===== src/rtl/p_d_pkg.sv =====
// Shared types, opcode constants and the opcode-group classifier for the P-D pipe.
package p_d_pkg;

    // Instruction group identifier carried on the grp output.
    typedef enum logic [3:0] {
        GRP_NONE = 4'd0,
        GRP_NA   = 4'd1,
        GRP_KA1  = 4'd2,
        GRP_JS   = 4'd3,
        GRP_KA2  = 4'd4,
        GRP_C    = 4'd5,
        GRP_S    = 4'd6,
        GRP_J    = 4'd7,
        GRP_L    = 4'd8,
        GRP_G    = 4'd9,
        GRP_BN   = 4'd10
    } grp_t;

    // Assembly state of the instruction currently being built.
    typedef enum logic [1:0] {
        DEC_IDLE = 2'd0,
        DEC_ARG  = 2'd1,
        DEC_OUT  = 2'd2
    } fsm_t;

    // Octal opcode constants (op = ir[0:5]).
    localparam logic [5:0] OP_NA_LO  = 6'o20;
    localparam logic [5:0] OP_NA_HI  = 6'o57;
    localparam logic [5:0] OP_KA1_LO = 6'o60;
    localparam logic [5:0] OP_KA1_HI = 6'o67;
    localparam logic [5:0] OP_OU     = 6'o35;
    localparam logic [5:0] OP_IN     = 6'o36;
    localparam logic [5:0] OP_JS     = 6'o70;
    localparam logic [5:0] OP_KA2    = 6'o71;
    localparam logic [5:0] OP_C      = 6'o72;
    localparam logic [5:0] OP_S      = 6'o73;
    localparam logic [5:0] OP_J      = 6'o74;
    localparam logic [5:0] OP_L      = 6'o75;
    localparam logic [5:0] OP_G      = 6'o76;
    localparam logic [5:0] OP_BN     = 6'o77;

    // Map a 6-bit opcode onto its instruction group.
    function automatic grp_t op_group(input logic [5:0] op);
        grp_t g;
        g = GRP_NONE;
        if (op >= OP_NA_LO && op <= OP_NA_HI) begin
            g = GRP_NA;
        end else if (op >= OP_KA1_LO && op <= OP_KA1_HI) begin
            g = GRP_KA1;
        end else begin
            case (op)
                OP_JS:   g = GRP_JS;
                OP_KA2:  g = GRP_KA2;
                OP_C:    g = GRP_C;
                OP_S:    g = GRP_S;
                OP_J:    g = GRP_J;
                OP_L:    g = GRP_L;
                OP_G:    g = GRP_G;
                OP_BN:   g = GRP_BN;
                default: g = GRP_NONE;
            endcase
        end
        return g;
    endfunction

endpackage


===== src/rtl/p_d_fifo.sv =====
// Circular prefetch queue of W-bit words with flush; pointers carry one wrap bit.
module p_d_fifo #(
    parameter int QDEPTH = 4,
    parameter int W      = 16
) (
    input  logic                      clk_sys,
    input  logic                      rst,
    input  logic                      flush,
    input  logic                      push,
    input  logic                      pop,
    input  logic [0:W-1]              wdata,
    output logic [0:W-1]              rdata,
    output logic                      empty,
    output logic [$clog2(QDEPTH):0]   count
);

    localparam int AW = $clog2(QDEPTH);
    localparam int PW = AW + 1;

    logic [PW-1:0] wr_ptr_q, wr_ptr_d;
    logic [PW-1:0] rd_ptr_q, rd_ptr_d;
    logic [0:W-1]  mem_q [QDEPTH];
    logic          full;
    logic          push_ok;
    logic          pop_ok;

    assign count   = wr_ptr_q - rd_ptr_q;
    assign empty   = (wr_ptr_q == rd_ptr_q);
    assign full    = (count == PW'(QDEPTH));
    assign push_ok = push & ~full & ~flush;
    assign pop_ok  = pop & ~empty & ~flush;
    assign rdata   = mem_q[rd_ptr_q[AW-1:0]];

    // Pointer update: flush empties the queue, otherwise advance on push/pop.
    always_comb begin
        // NOTE: every combinational output gets a default first so no path can infer a latch.
        wr_ptr_d = wr_ptr_q;
        rd_ptr_d = rd_ptr_q;
        if (flush) begin
            wr_ptr_d = '0;
            rd_ptr_d = '0;
        end else begin
            if (push_ok) wr_ptr_d = wr_ptr_q + PW'(1);
            if (pop_ok)  rd_ptr_d = rd_ptr_q + PW'(1);
        end
    end

    // Pointer registers with synchronous reset.
    always_ff @(posedge clk_sys) begin
        // NOTE: sequential state uses non-blocking assignments so all flops update together.
        if (rst) begin
            wr_ptr_q <= '0;
            rd_ptr_q <= '0;
        end else begin
            wr_ptr_q <= wr_ptr_d;
            rd_ptr_q <= rd_ptr_d;
        end
    end

    // Storage array write port.
    always_ff @(posedge clk_sys) begin
        // NOTE: the storage array is not reset; the pointers alone define which entries are valid.
        if (push_ok) begin
            mem_q[wr_ptr_q[AW-1:0]] <= wdata;
        end
    end

endmodule


===== src/rtl/p_d_pipe.sv =====
// Buffered P-D decoder: prefetch queue, one/two-word instruction assembly,
// group/field decode with legality check, registered record on valid/ready.
module p_d_pipe
    import p_d_pkg::*;
#(
    parameter int QDEPTH            = 4,
    parameter bit INOU_USER_ILLEGAL = 1'b1,
    parameter bit ARG_FETCH         = 1'b1
) (
    input  logic        clk_sys,
    input  logic        rst,
    input  logic        in_valid,
    output logic        in_ready,
    input  logic [0:15] w,
    input  logic        flush,
    input  logic        q,
    output logic        out_valid,
    input  logic        out_ready,
    output logic [0:15] ir,
    output logic [0:15] arg,
    output logic        has_arg,
    output logic [0:5]  op,
    output logic [0:2]  fa,
    output logic [0:2]  fb,
    output logic [0:2]  fc,
    output logic        fd,
    output grp_t        grp,
    output logic        xi
);

    localparam int CW = $clog2(QDEPTH) + 1;

    // Queue interface.
    logic [0:15]   head;
    logic          q_empty;
    logic [CW-1:0] q_count;
    logic          pop;

    // Registered record and FSM state.
    fsm_t        state_q, state_d;
    logic [0:15] ir_q, ir_d;
    logic [0:15] arg_q, arg_d;
    logic        has_arg_q, has_arg_d;
    grp_t        grp_q, grp_d;
    logic        xi_q, xi_d;

    // Decode of the word at the queue head.
    grp_t head_grp;
    logic head_needs_arg;
    logic head_xi;
    logic load;

    assign in_ready = (q_count != CW'(QDEPTH));

    p_d_fifo #(
        .QDEPTH (QDEPTH),
        .W      (16)
    ) u_fifo (
        .clk_sys (clk_sys),
        .rst     (rst),
        .flush   (flush),
        .push    (in_valid & in_ready),
        .pop     (pop),
        .wdata   (w),
        .rdata   (head),
        .empty   (q_empty),
        .count   (q_count)
    );

    // Group, argument need and legality of the head word; q is sampled here, at decode.
    always_comb begin
        head_grp       = op_group(head[0:5]);
        head_needs_arg = ARG_FETCH && (head_grp == GRP_NA) && (head[13:15] == 3'd0);
        head_xi        = 1'b0;
        if (head_grp == GRP_NONE)                                   head_xi = 1'b1;
        if (q && head_grp == GRP_S)                                 head_xi = 1'b1;
        if (q && head_grp == GRP_BN && head[7:9] >= 3'd5)           head_xi = 1'b1;
        if (INOU_USER_ILLEGAL && q &&
            (head[0:5] == OP_IN || head[0:5] == OP_OU))             head_xi = 1'b1;
        if (head_grp == GRP_C && head[10:12] != 3'd1)               head_xi = 1'b1;
    end

    // Assembly FSM: load ir, optionally fetch arg, hold the record until accepted.
    always_comb begin
        state_d   = state_q;
        ir_d      = ir_q;
        arg_d     = arg_q;
        has_arg_d = has_arg_q;
        grp_d     = grp_q;
        xi_d      = xi_q;
        pop       = 1'b0;
        load      = 1'b0;

        case (state_q)
            DEC_IDLE: begin
                if (!q_empty) load = 1'b1;
            end
            DEC_ARG: begin
                if (!q_empty) begin
                    pop       = 1'b1;
                    arg_d     = head;
                    has_arg_d = 1'b1;
                    state_d   = DEC_OUT;
                end
            end
            DEC_OUT: begin
                if (out_ready) begin
                    // Back-to-back: start the next instruction in the accept cycle.
                    if (!q_empty) load = 1'b1;
                    else          state_d = DEC_IDLE;
                end
            end
            default: state_d = DEC_IDLE;
        endcase

        if (load) begin
            pop       = 1'b1;
            ir_d      = head;
            arg_d     = '0;
            has_arg_d = 1'b0;
            grp_d     = head_grp;
            xi_d      = head_xi;
            state_d   = head_needs_arg ? DEC_ARG : DEC_OUT;
        end

        // Flush drops whatever is in flight, including a half-assembled instruction.
        if (flush) begin
            pop     = 1'b0;
            state_d = DEC_IDLE;
        end
    end

    // State and record registers; reset additionally clears the record.
    always_ff @(posedge clk_sys) begin
        if (rst) begin
            state_q   <= DEC_IDLE;
            ir_q      <= '0;
            arg_q     <= '0;
            has_arg_q <= 1'b0;
            grp_q     <= GRP_NONE;
            xi_q      <= 1'b0;
        end else begin
            state_q   <= state_d;
            ir_q      <= ir_d;
            arg_q     <= arg_d;
            has_arg_q <= has_arg_d;
            grp_q     <= grp_d;
            xi_q      <= xi_d;
        end
    end

    assign out_valid = (state_q == DEC_OUT);
    assign ir        = ir_q;
    assign arg       = arg_q;
    assign has_arg   = has_arg_q;
    assign op        = ir_q[0:5];
    assign fd        = ir_q[6];
    assign fa        = ir_q[7:9];
    assign fb        = ir_q[10:12];
    assign fc        = ir_q[13:15];
    assign grp       = grp_q;
    assign xi        = xi_q;

endmodule


===== config.mk =====
export PLATFORM = sky130hd
export DESIGN_NAME = p_d_pipe
export DESIGN_NICKNAME = d
export VERILOG_FILES = /design/src/rtl/p_d_pkg.sv /design/src/rtl/p_d_fifo.sv /design/src/rtl/p_d_pipe.sv
export SDC_FILE = /design/constraint.sdc
export NUM_CORES = 1
export LEC_CHECK = 0
export CORE_MARGIN = 3
export CORE_UTILIZATION = 35
export CTS_BUF_LIST = sky130_fd_sc_hd__clkbuf_16
export CTS_CLUSTER_SIZE = 8
export DETAILED_ROUTE_END_ITERATION = 8
export GPL_ROUTABILITY_DRIVEN = 0
export PLACE_DENSITY_LB_ADDON = 0.3
export SLEW_MARGIN = 5
export SYNTH_ARGS = -nofsm -noshare
export SYNTH_HDL_FRONTEND = slang
export SYNTH_HIERARCHICAL = 1
export SYNTH_SLANG_ARGS = --single-unit

===== constraint.sdc =====
create_clock -name clk_sys -period 4.1 [get_ports clk_sys]
set_clock_uncertainty 0.2 [all_clocks]
set_input_delay 0.615 -clock clk_sys [delete_from_list [all_inputs] [get_ports clk_sys]]
set_output_delay 0.615 -clock clk_sys [all_outputs]
set_load 0.02 [all_outputs]

Word level (Yosys, flattened, before mapping)
Memories as Yosys holds them, arrays and structs flattened. A register that Yosys moved wholly into a read port is not among the register bits. Cells that the tools add are included.

Register bits: 46. Bits in writable memories: 64. Input bits: 22. Logic and storage cells: 89. Memories kept: 1.

Add/sub/neg operators: 3. Magnitude comparators: 5. Equal/unequal tests: 24. Multiplexer cells: 24. Bitwise logic cells: 8. Reduce and logical (&&, ||, !) cells: 16.

Memories: u_fifo.mem_q (depth 4, width 16, rd ports 1, clocked after Yosys merged registers in 1, write ports 1, line p_d_fifo.sv:22) `logic [0:W-1] mem_q [QDEPTH];`.

Operators with widths (number): equality test 6 bit (second input constant) (8); one-hot mux 4 bit (8 select lines) (1); two-way mux 2 bit (7); equality test 6 x 5 -> 1 bit (second input constant) (2); less-or-equal comparator 6 bit (second input constant) (2); two-way mux 1 bit (12); != test 3 x 1 -> 1 bit (second input constant) (3); equality test 4 x 3 -> 1 bit (second input constant) (2); logical AND 1 bit (8); two-way mux 4 bit (2); adder 3 x 1 -> 3 bit (second input constant) (2); greater-or-equal comparator 6 x 5 -> 1 bit (second input constant) (1); greater-or-equal comparator 6 bit (second input constant) (1); != test 3 bit (second input constant) (2); one-hot mux 2 bit (3 select lines) (1); AND 1 bit (5); equality test 4 x 1 -> 1 bit (second input constant) (1); equality test 4 bit (second input constant) (1); zero test 4 bit (1); AND reduction 4 bit (1); OR reduction 2 bit (2); equality test 3 bit (1); equality test 3 bit (second input constant) (1); greater-or-equal comparator 3 bit (second input constant) (1); other kinds (10) (12).

Longest topological paths before layout
Gate-level depths: netlist of the first run.

Word-level depth: 10. Mapped depth: 11. Depth with buffers taken out: 11.

Cells and area by module
The synthesis of the first run kept the hierarchy.

Modules (own cells, without submodules): p_d_fifo (times used 1, cells each 135, area an instance 2791.4 um^2); p_d_pipe (times used 1, cells each 235, area an instance 1834.3 um^2).

Least setup slack after synthesis of the first run
No wires, ideal clock.

Path kind: register to register. From: register u_fifo.wr_ptr_q[0]. To: memory u_fifo/mem_q[3][0] (netlist bit), enable pin. Data arrival time: 2872 ps. Required time: 3491 ps. Slack: 619 ps. Stages on the path, launching flop included: 11. Buffers on the path: 0. Clock period less this slack: 3481 ps. Cell sequence: dfxtp_1 > inv_1 > ha_1 > inv_1 > fa_1 > xor3_2 > inv_1 > nand2_1 > and2_1 > o31ai_4 > nor3_1.

Word-level cells in the longest chain between the ends: 7.

Ends and longest elaborated chain: start: declaration (line p_d_fifo.sv:20) `logic [PW-1:0] wr_ptr_q, wr_ptr_d;`; start signal: assignment (line p_d_fifo.sv:55) `wr_ptr_q <= wr_ptr_d;`; subtractor 3 bit (line p_d_fifo.sv:27) `assign count = wr_ptr_q - rd_ptr_q;`; net q_count[2] (line p_d_pipe.sv:36) `logic [CW-1:0] q_count;`; != test 3 bit (line p_d_pipe.sv:53) `assign in_ready = (q_count != CW'(QDEPTH));`; net in_ready (line p_d_pipe.sv:13) `output logic in_ready,`; AND 1 bit (line p_d_pipe.sv:62) `.push (in_valid & in_ready),`; AND 1 bit (2 in series) (line p_d_fifo.sv:30) `assign push_ok = push & ~full & ~flush;`; two-way mux 1 bit (line p_d_fifo.sv:63) `if (push_ok) begin`; two-way mux 1 bit (implied by the code) (line p_d_fifo.sv:64) `mem_q[wr_ptr_q[AW-1:0]] <= wdata;`; end: declaration (line p_d_fifo.sv:22).

The timed path passes the listed nets, and every way through them passes these cells.

Worst setup path in the final report of the first run
From: register u_fifo.wr_ptr_q[0]. To: output port in_ready.

Word-level cells in the longest chain between the ends: 2.

Ends and longest elaborated chain (line): subtractor 3 bit (p_d_fifo.sv:27); net q_count[2] (p_d_pipe.sv:36); != test 3 bit (p_d_pipe.sv:53); end: declaration (p_d_pipe.sv:13).

The timed path passes the listed nets, and every way through them passes these cells.

==> impl_metrics.tcl, run 1 <==
set metrics [dict create \
    cp_cell_sequence "inv_1 > ha_1 > inv_1 > fa_1 > xor3_2 > inv_1 > nand2_1 > clkdlybuf4s50_1" \
    dpl.cell_count 590 \
    clk_pin_slew_ns 0.07 \
    clockBufferDepth 2 \
    status "finished clean" \
    hold_viol 0 \
    crit_top_cell "inv_1" \
    drtAntennaViolNets 0 \
    io_pins 78 \
    path_class "flip-flop to output pin" \
    syn_nets 403 \
    power_density_mw_per_mm2 388 \
    worst_path_largest_cell_delay_ns 0.62 \
    nFillCells 1144 \
    rsz0062_at_grt "no" \
    gr-usage-met1_pct 19.5 \
    first_pass_iters 4 \
    totalWireLength_um 9600 \
    syn_inst 370 \
    antenna_cells 0 \
    synth_cell_types 45 \
    cp.required_ns 3.28 \
    cts_buffers 9 \
    ctsHoldBuffers 0 \
    grt_pass1_wl_um 15500 \
    num_rows 41 \
    slew_violations 0 \
    yosys.area.top_type "edfxtp_1" \
    syn-cell-area_sq_mm 0.00463 \
    hpwl_um 6930 \
    cp.arrival_ns 2.40 \
    fp.dieW_um 121 \
    synth_top_area_share_pct 41.5 \
    cap_viol_max_count 0 \
    met3_usage_pct 2.98 \
    core_area_sq_mm 0.0128 \
    grt_max_degree 23 \
    drc 0 \
    vias_per_cell 4.73 \
    synth.most_common_cell "nand2_1" \
    cts_tree "yes" \
    start_util_pct 36.2 \
    post_cts_buffers 0 \
    grt_busiest_layer "met2" \
    synthArstFlopShare_pct 0 \
    cts_resized 0 \
    fin_setup_tns_ns 0 \
    endpoint_kind "output pin" \
    port-buffer-count 77 \
    overflow 0 \
    hp-class "flip-flop to flip-flop" \
    fin_util_pct 44.9 \
    clock_latency_ns 0.35 \
    seq_area_frac_synth_pct 62.3 \
    critPathSlowestCell "clkdlybuf4s50_1" \
    htreeDepth 3 \
    post_drt_wl_per_cell_um 15.8 \
    synth_common_cells "74 x nand2_1, 64 x edfxtp_1, 48 x dfxtp_1" \
    ys_seq_elements 112 \
    worstMarginPinSlew_ns 0.838 \
    path_max_fanout 4 \
    grtUsageTotal_pct 13.8 \
    grt_pass1_vias 2863 \
    dieArea_sq_mm 0.0146 \
    layout-drive-gt1-share_pct 12.2 \
    drt-initial-drc-count 232 \
    multi_input_area_sq_mm 0.00148 \
    cts.sinks 112 \
    max-slew-margin-rel_pct 44.1 \
    syn_area_per_cell_sq_um 12.5 \
    synthFlopType "edfxtp_1" \
    setup_violations 0 \
    cp-start-kind "flip-flop" \
    synth_edf_count 64 \
    regArea_sq_mm 0.00288 \
    vias 2869 \
    yosysWarnings 6 \
    stdcell_count 606 \
    ir_drop_uv 196 \
    die_y_um 121 \
    antenna_found_initial 0 \
    post-route-period-util_pct 78.3 \
    power_mw 2.22 \
    synthTopCellsByArea "edfxtp_1 42%, dfxtp_1 21%, mux4_2 7.8%" \
    nets 462 \
    area_growth_pct 23.9 \
    p_leak_nw 1.89 \
    fmax_mhz 312 \
    finalCriticalPeriod_ns 3.21 \
    cts-root-buf "clkbuf_16" \
    use_met2_pct 21.1 \
]
==> state kept, by name, summed over array words and instances (netlist names), named ones only <==
signal,count
u_fifo/rd_ptr_q,3
xi,1
grp,4
state_q,2
u_fifo/mem_q,64
arg,16
has_arg,1
u_fifo/wr_ptr_q,3
ir,16
==> placed cells by master, fill, tap and decap left out, types with 3 or more instances in the layout <==
cell type        count
buf_4                7
nor3_2               3
nand3_1              6
mux4_2              16
edfxtp_1            64
nor2_1              16
and2_1               4
clkdlybuf4s50_1     77
ha_1                10
nand2_1             74
clkbuf_16            9
xor2_1               3
o21ai_0              3
inv_1               12
a211oi_2             3
a21oi_1             38
o21ai_1              3
dfxtp_1             48
mux2i_1              3
==> routing by layer <==
layer / vias up / share of wire, %
met1: 1371 / 48
met3: 10 / 5.2
met4: 0 / 1.3
li1: 1409 / -
met2: 79 / 46
met5: - / 0
==> layout make-up <==
class                           instances  share of cell area (%)
Clock inverter                          7                   0.939
Tap cell                              172                    3.75
Inverter                               13                   0.851
Timing Repair Buffer                   84                    14.4
Sequential cell                       112                    50.3
Clock buffer                            9                    3.93
Multi-Input combinational cell        209                    25.9
==> stage by stage <==
step / setup slack, ns / hold slack [ns] / cell area (sq um)
floorplan: 0.619 / 0.283 / 4630
global placement: 1.07 / 0.240 / 5450
detailed placement: 0.945 / 0.248 / 5450
CTS: 0.864 / 0.259 / 5730
global route: 0.733 / 0.274 / 5730
finish: 0.890 / 0.257 / 5730
==> worst paths after layout <==
path                                       endpoint  slack (ns)          startpoint  cells past startpoint
worst min-delay path                         grp[1]        0.26              grp[1]                      2
worst max register to register  u_fifo/mem_q[0][12]        0.97  u_fifo/wr_ptr_q[0]                     11
worst max-delay path                       in_ready        0.89  u_fifo/wr_ptr_q[0]                      8
worst min register to register               grp[1]        0.26              grp[1]                      2
==> kinds of logic (layout without fill, tap and decap cells) <==
kind of cell	Yosys count	in the layout	synth area share, %
flops	112	112	62.3
simple gates	111	111	10.3
compound gates	61	61	8.33
buf+inv	49	113	5.73
mux	20	20	8.68
fa+ha+maj	11	11	3.14
xor+xnor	6	6	1.49
==> critical path, delay by kind of cell, from the launching register on <==
| kind | cells | cell delay [ns] |
|---|---|---|
| flip-flops | 1 | 0.33 |
| adder cells (fa/ha/maj) | 2 | 0.53 |
| XOR/XNOR | 1 | 0.25 |
| buffers and inverters | 4 | 0.86 |
| AND/OR/NAND/NOR | 1 | 0.08 |
==> report_power, final <==
part / internal (mW) / switching (mW) / total [mW] / leakage, nW
registers: 1.21 / 0.0107 / 1.22 / 0.970
logic: 0.0793 / 0.103 / 0.182 / 0.782
clock network: 0.419 / 0.402 / 0.821 / 0.140
(Power assumes the default switching activity.)
==> run 2, diff against run 1 <==
==> constraint.sdc (replaced) <==
create_clock -name clk_sys -period 3 [get_ports clk_sys]
set_clock_uncertainty 0.2 [all_clocks]
set_input_delay 0.45 -clock clk_sys [delete_from_list [all_inputs] [get_ports clk_sys]]
set_output_delay 0.45 -clock clk_sys [all_outputs]
set_load 0.02 [all_outputs]
==> run 2 against run 1 <==
Combinational power grew 41%. Largest power group unchanged. Critical endpoint unchanged. Clock-buffer cell count is the same. Sequential cell count is the same. First-iteration DRC count grew 16%.
==> impl_metrics.tcl, run 2 (synthesized netlist as in run 1, its figures left out) <==
set metrics [dict create \
    cp-startpoint "u_fifo/wr_ptr_q[0]" \
    path_class "flip-flop to output pin" \
    max-slew-margin-rel_pct 51.7 \
    drt-initial-drc-count 269 \
    layout_commonest_cell "clkdlybuf4s50_1" \
    post_drt_wl_per_cell_um 15.9 \
    first_pass_iters 5 \
    fin_setup_tns_ns 0 \
    finalCriticalPeriod_ns 2.78 \
    cp.required_ns 2.35 \
    totalWireLength_um 9740 \
    area_growth_pct 26.9 \
    die_y_um 121 \
    fmax_mhz 360 \
    hpwl_um 6960 \
    slew_violations 0 \
    grt_pass1_wl_um 15400 \
    cap_viol_max_count 0 \
    core_area_sq_mm 0.0128 \
    cts_buffers 9 \
    path_max_fanout 4 \
    cp_cell_sequence "inv_1 > ha_1 > inv_1 > fa_1 > xor3_2 > inv_1 > nand2_1 > dlygate4sd2_1" \
    power_density_mw_per_mm2 548 \
    grtUsageTotal_pct 13.8 \
    most-common-layout-cells "76 x clkdlybuf4s50_1, 74 x nand2_1, 64 x edfxtp_1" \
    clockBufferDepth 2 \
    ir_drop_uv 275 \
    clk_pin_slew_ns 0.07 \
    cp-start-kind "flip-flop" \
    crit_top_cell "inv_1" \
    dpl.cell_count 597 \
    crit_buf_inv 4 \
    port-buffer-count 77 \
    grt_max_degree 23 \
    worstMarginPinSlew_ns 0.724 \
    dieArea_sq_mm 0.0146 \
    nets 469 \
    overflow 0 \
    cts_tree "yes" \
    largest_reg_flops 64 \
    grt_pass1_vias 2880 \
    clock_latency_ns 0.35 \
    layout-drive-gt1-share_pct 13.6 \
    cts.sinks 112 \
    endpoint_kind "output pin" \
    start_util_pct 36.2 \
    antenna_found_initial 0 \
    hp-class "flip-flop to flip-flop" \
    htreeDepth 3 \
    post-route-period-util_pct 92.6 \
    num_rows 41 \
    cp.arrival_ns 2.13 \
    setup_violations 0 \
    post_cts_buffers 0 \
    vias 2932 \
    p_leak_nw 1.95 \
    stdcell_count 613 \
    antenna_cells 0 \
    crit_family "buffers and inverters" \
    drc 0 \
    cts-root-buf "clkbuf_16" \
    worstHoldStart "grp[2]" \
    critPathSlowestCell "fa_1" \
    worst_path_largest_cell_delay_ns 0.37 \
    rsz0062_at_grt "no" \
    hold_viol 0 \
    drtAntennaViolNets 0 \
    status "finished clean" \
    vias_per_cell 4.78 \
    fp.dieW_um 121 \
    io_pins 78 \
]
[run 2: cell count changes in the layout (fill, tap and decap cells not counted)]
cell	before	now
buf_12	0	3
buf_4	7	11
bufinv_16	0	2
clkdlybuf4s50_1	77	76
clkinv_1	0	1
clkinv_2	1	0
dlygate4sd2_1	0	1
inv_1	12	11
inv_6	2	0
inv_8	1	2
[run 2: final cells by class]
class | count | area, sq um
Inverter | 13 | 48.8
Clock buffer | 9 | 225
Tap cell | 172 | 215
Fill cell | 1131 | 6900
Sequential cell | 112 | 2880
Timing Repair Buffer | 91 | 912
Clock inverter | 7 | 103
Multi-Input combinational cell | 209 | 1480
[run 2: worst paths after layout]
kind,endpoint,slack [ns],cells after the start
max,in_ready,0.22,8
min,grp[2],0.26,2
max reg2reg,xi,0.24,7
min reg2reg,grp[2],0.26,2
[run 2: per-layer routing]
layer	GRT usage [%]	up-vias	routed length (um)
met1	19.0	1399	4650
met2	21.0	93	4380
li1	-	1425	-
met4	4.11	0	157
met3	4.10	15	550
met5	0	-	0
[run 2: per-stage QoR]
stage          worst slack [ns]  hold WS, ns  instance area (sq um)  util (%)  power [mW]
5_1_grt                  0.0687        0.285                   5870      45.9        3.34
2_1_floorplan            0.0139        0.283                   4630         -        1.85
4_1_cts                   0.212        0.260                   5870      45.9        3.24
6_report                  0.222        0.258                   5870      45.9        3.22
3_3_place_gp              0.333        0.248                   5540      43.4        1.95
3_5_place_dp              0.252        0.250                   5540      43.4        1.96
[run 2: report_power, final]
| group | total [mW] | leakage, nW | internal [mW] | switching, mW |
|---|---|---|---|---|
| registers | 1.67 | 0.970 | 1.65 | 0.0146 |
| logic | 0.256 | 0.826 | 0.113 | 0.142 |
| clock network | 1.30 | 0.157 | 0.742 | 0.555 |
[run 2: what timing repair did]
action                                  4_1_cts  5_1_grt
endpoints found under the setup margin        1        0
hold buffers                                  0        0
resized for setup                             1        0
[run 2: worst register-to-register path, stage by stage, from the launching register on]
cell	delay [ns]
dfxtp_1	0.44
mux4_2	0.60
ha_1	0.40
nand3_1	0.11
a211oi_2	0.36
o2111ai_1	0.19
mux2_2	0.29
o22ai_1	0.11
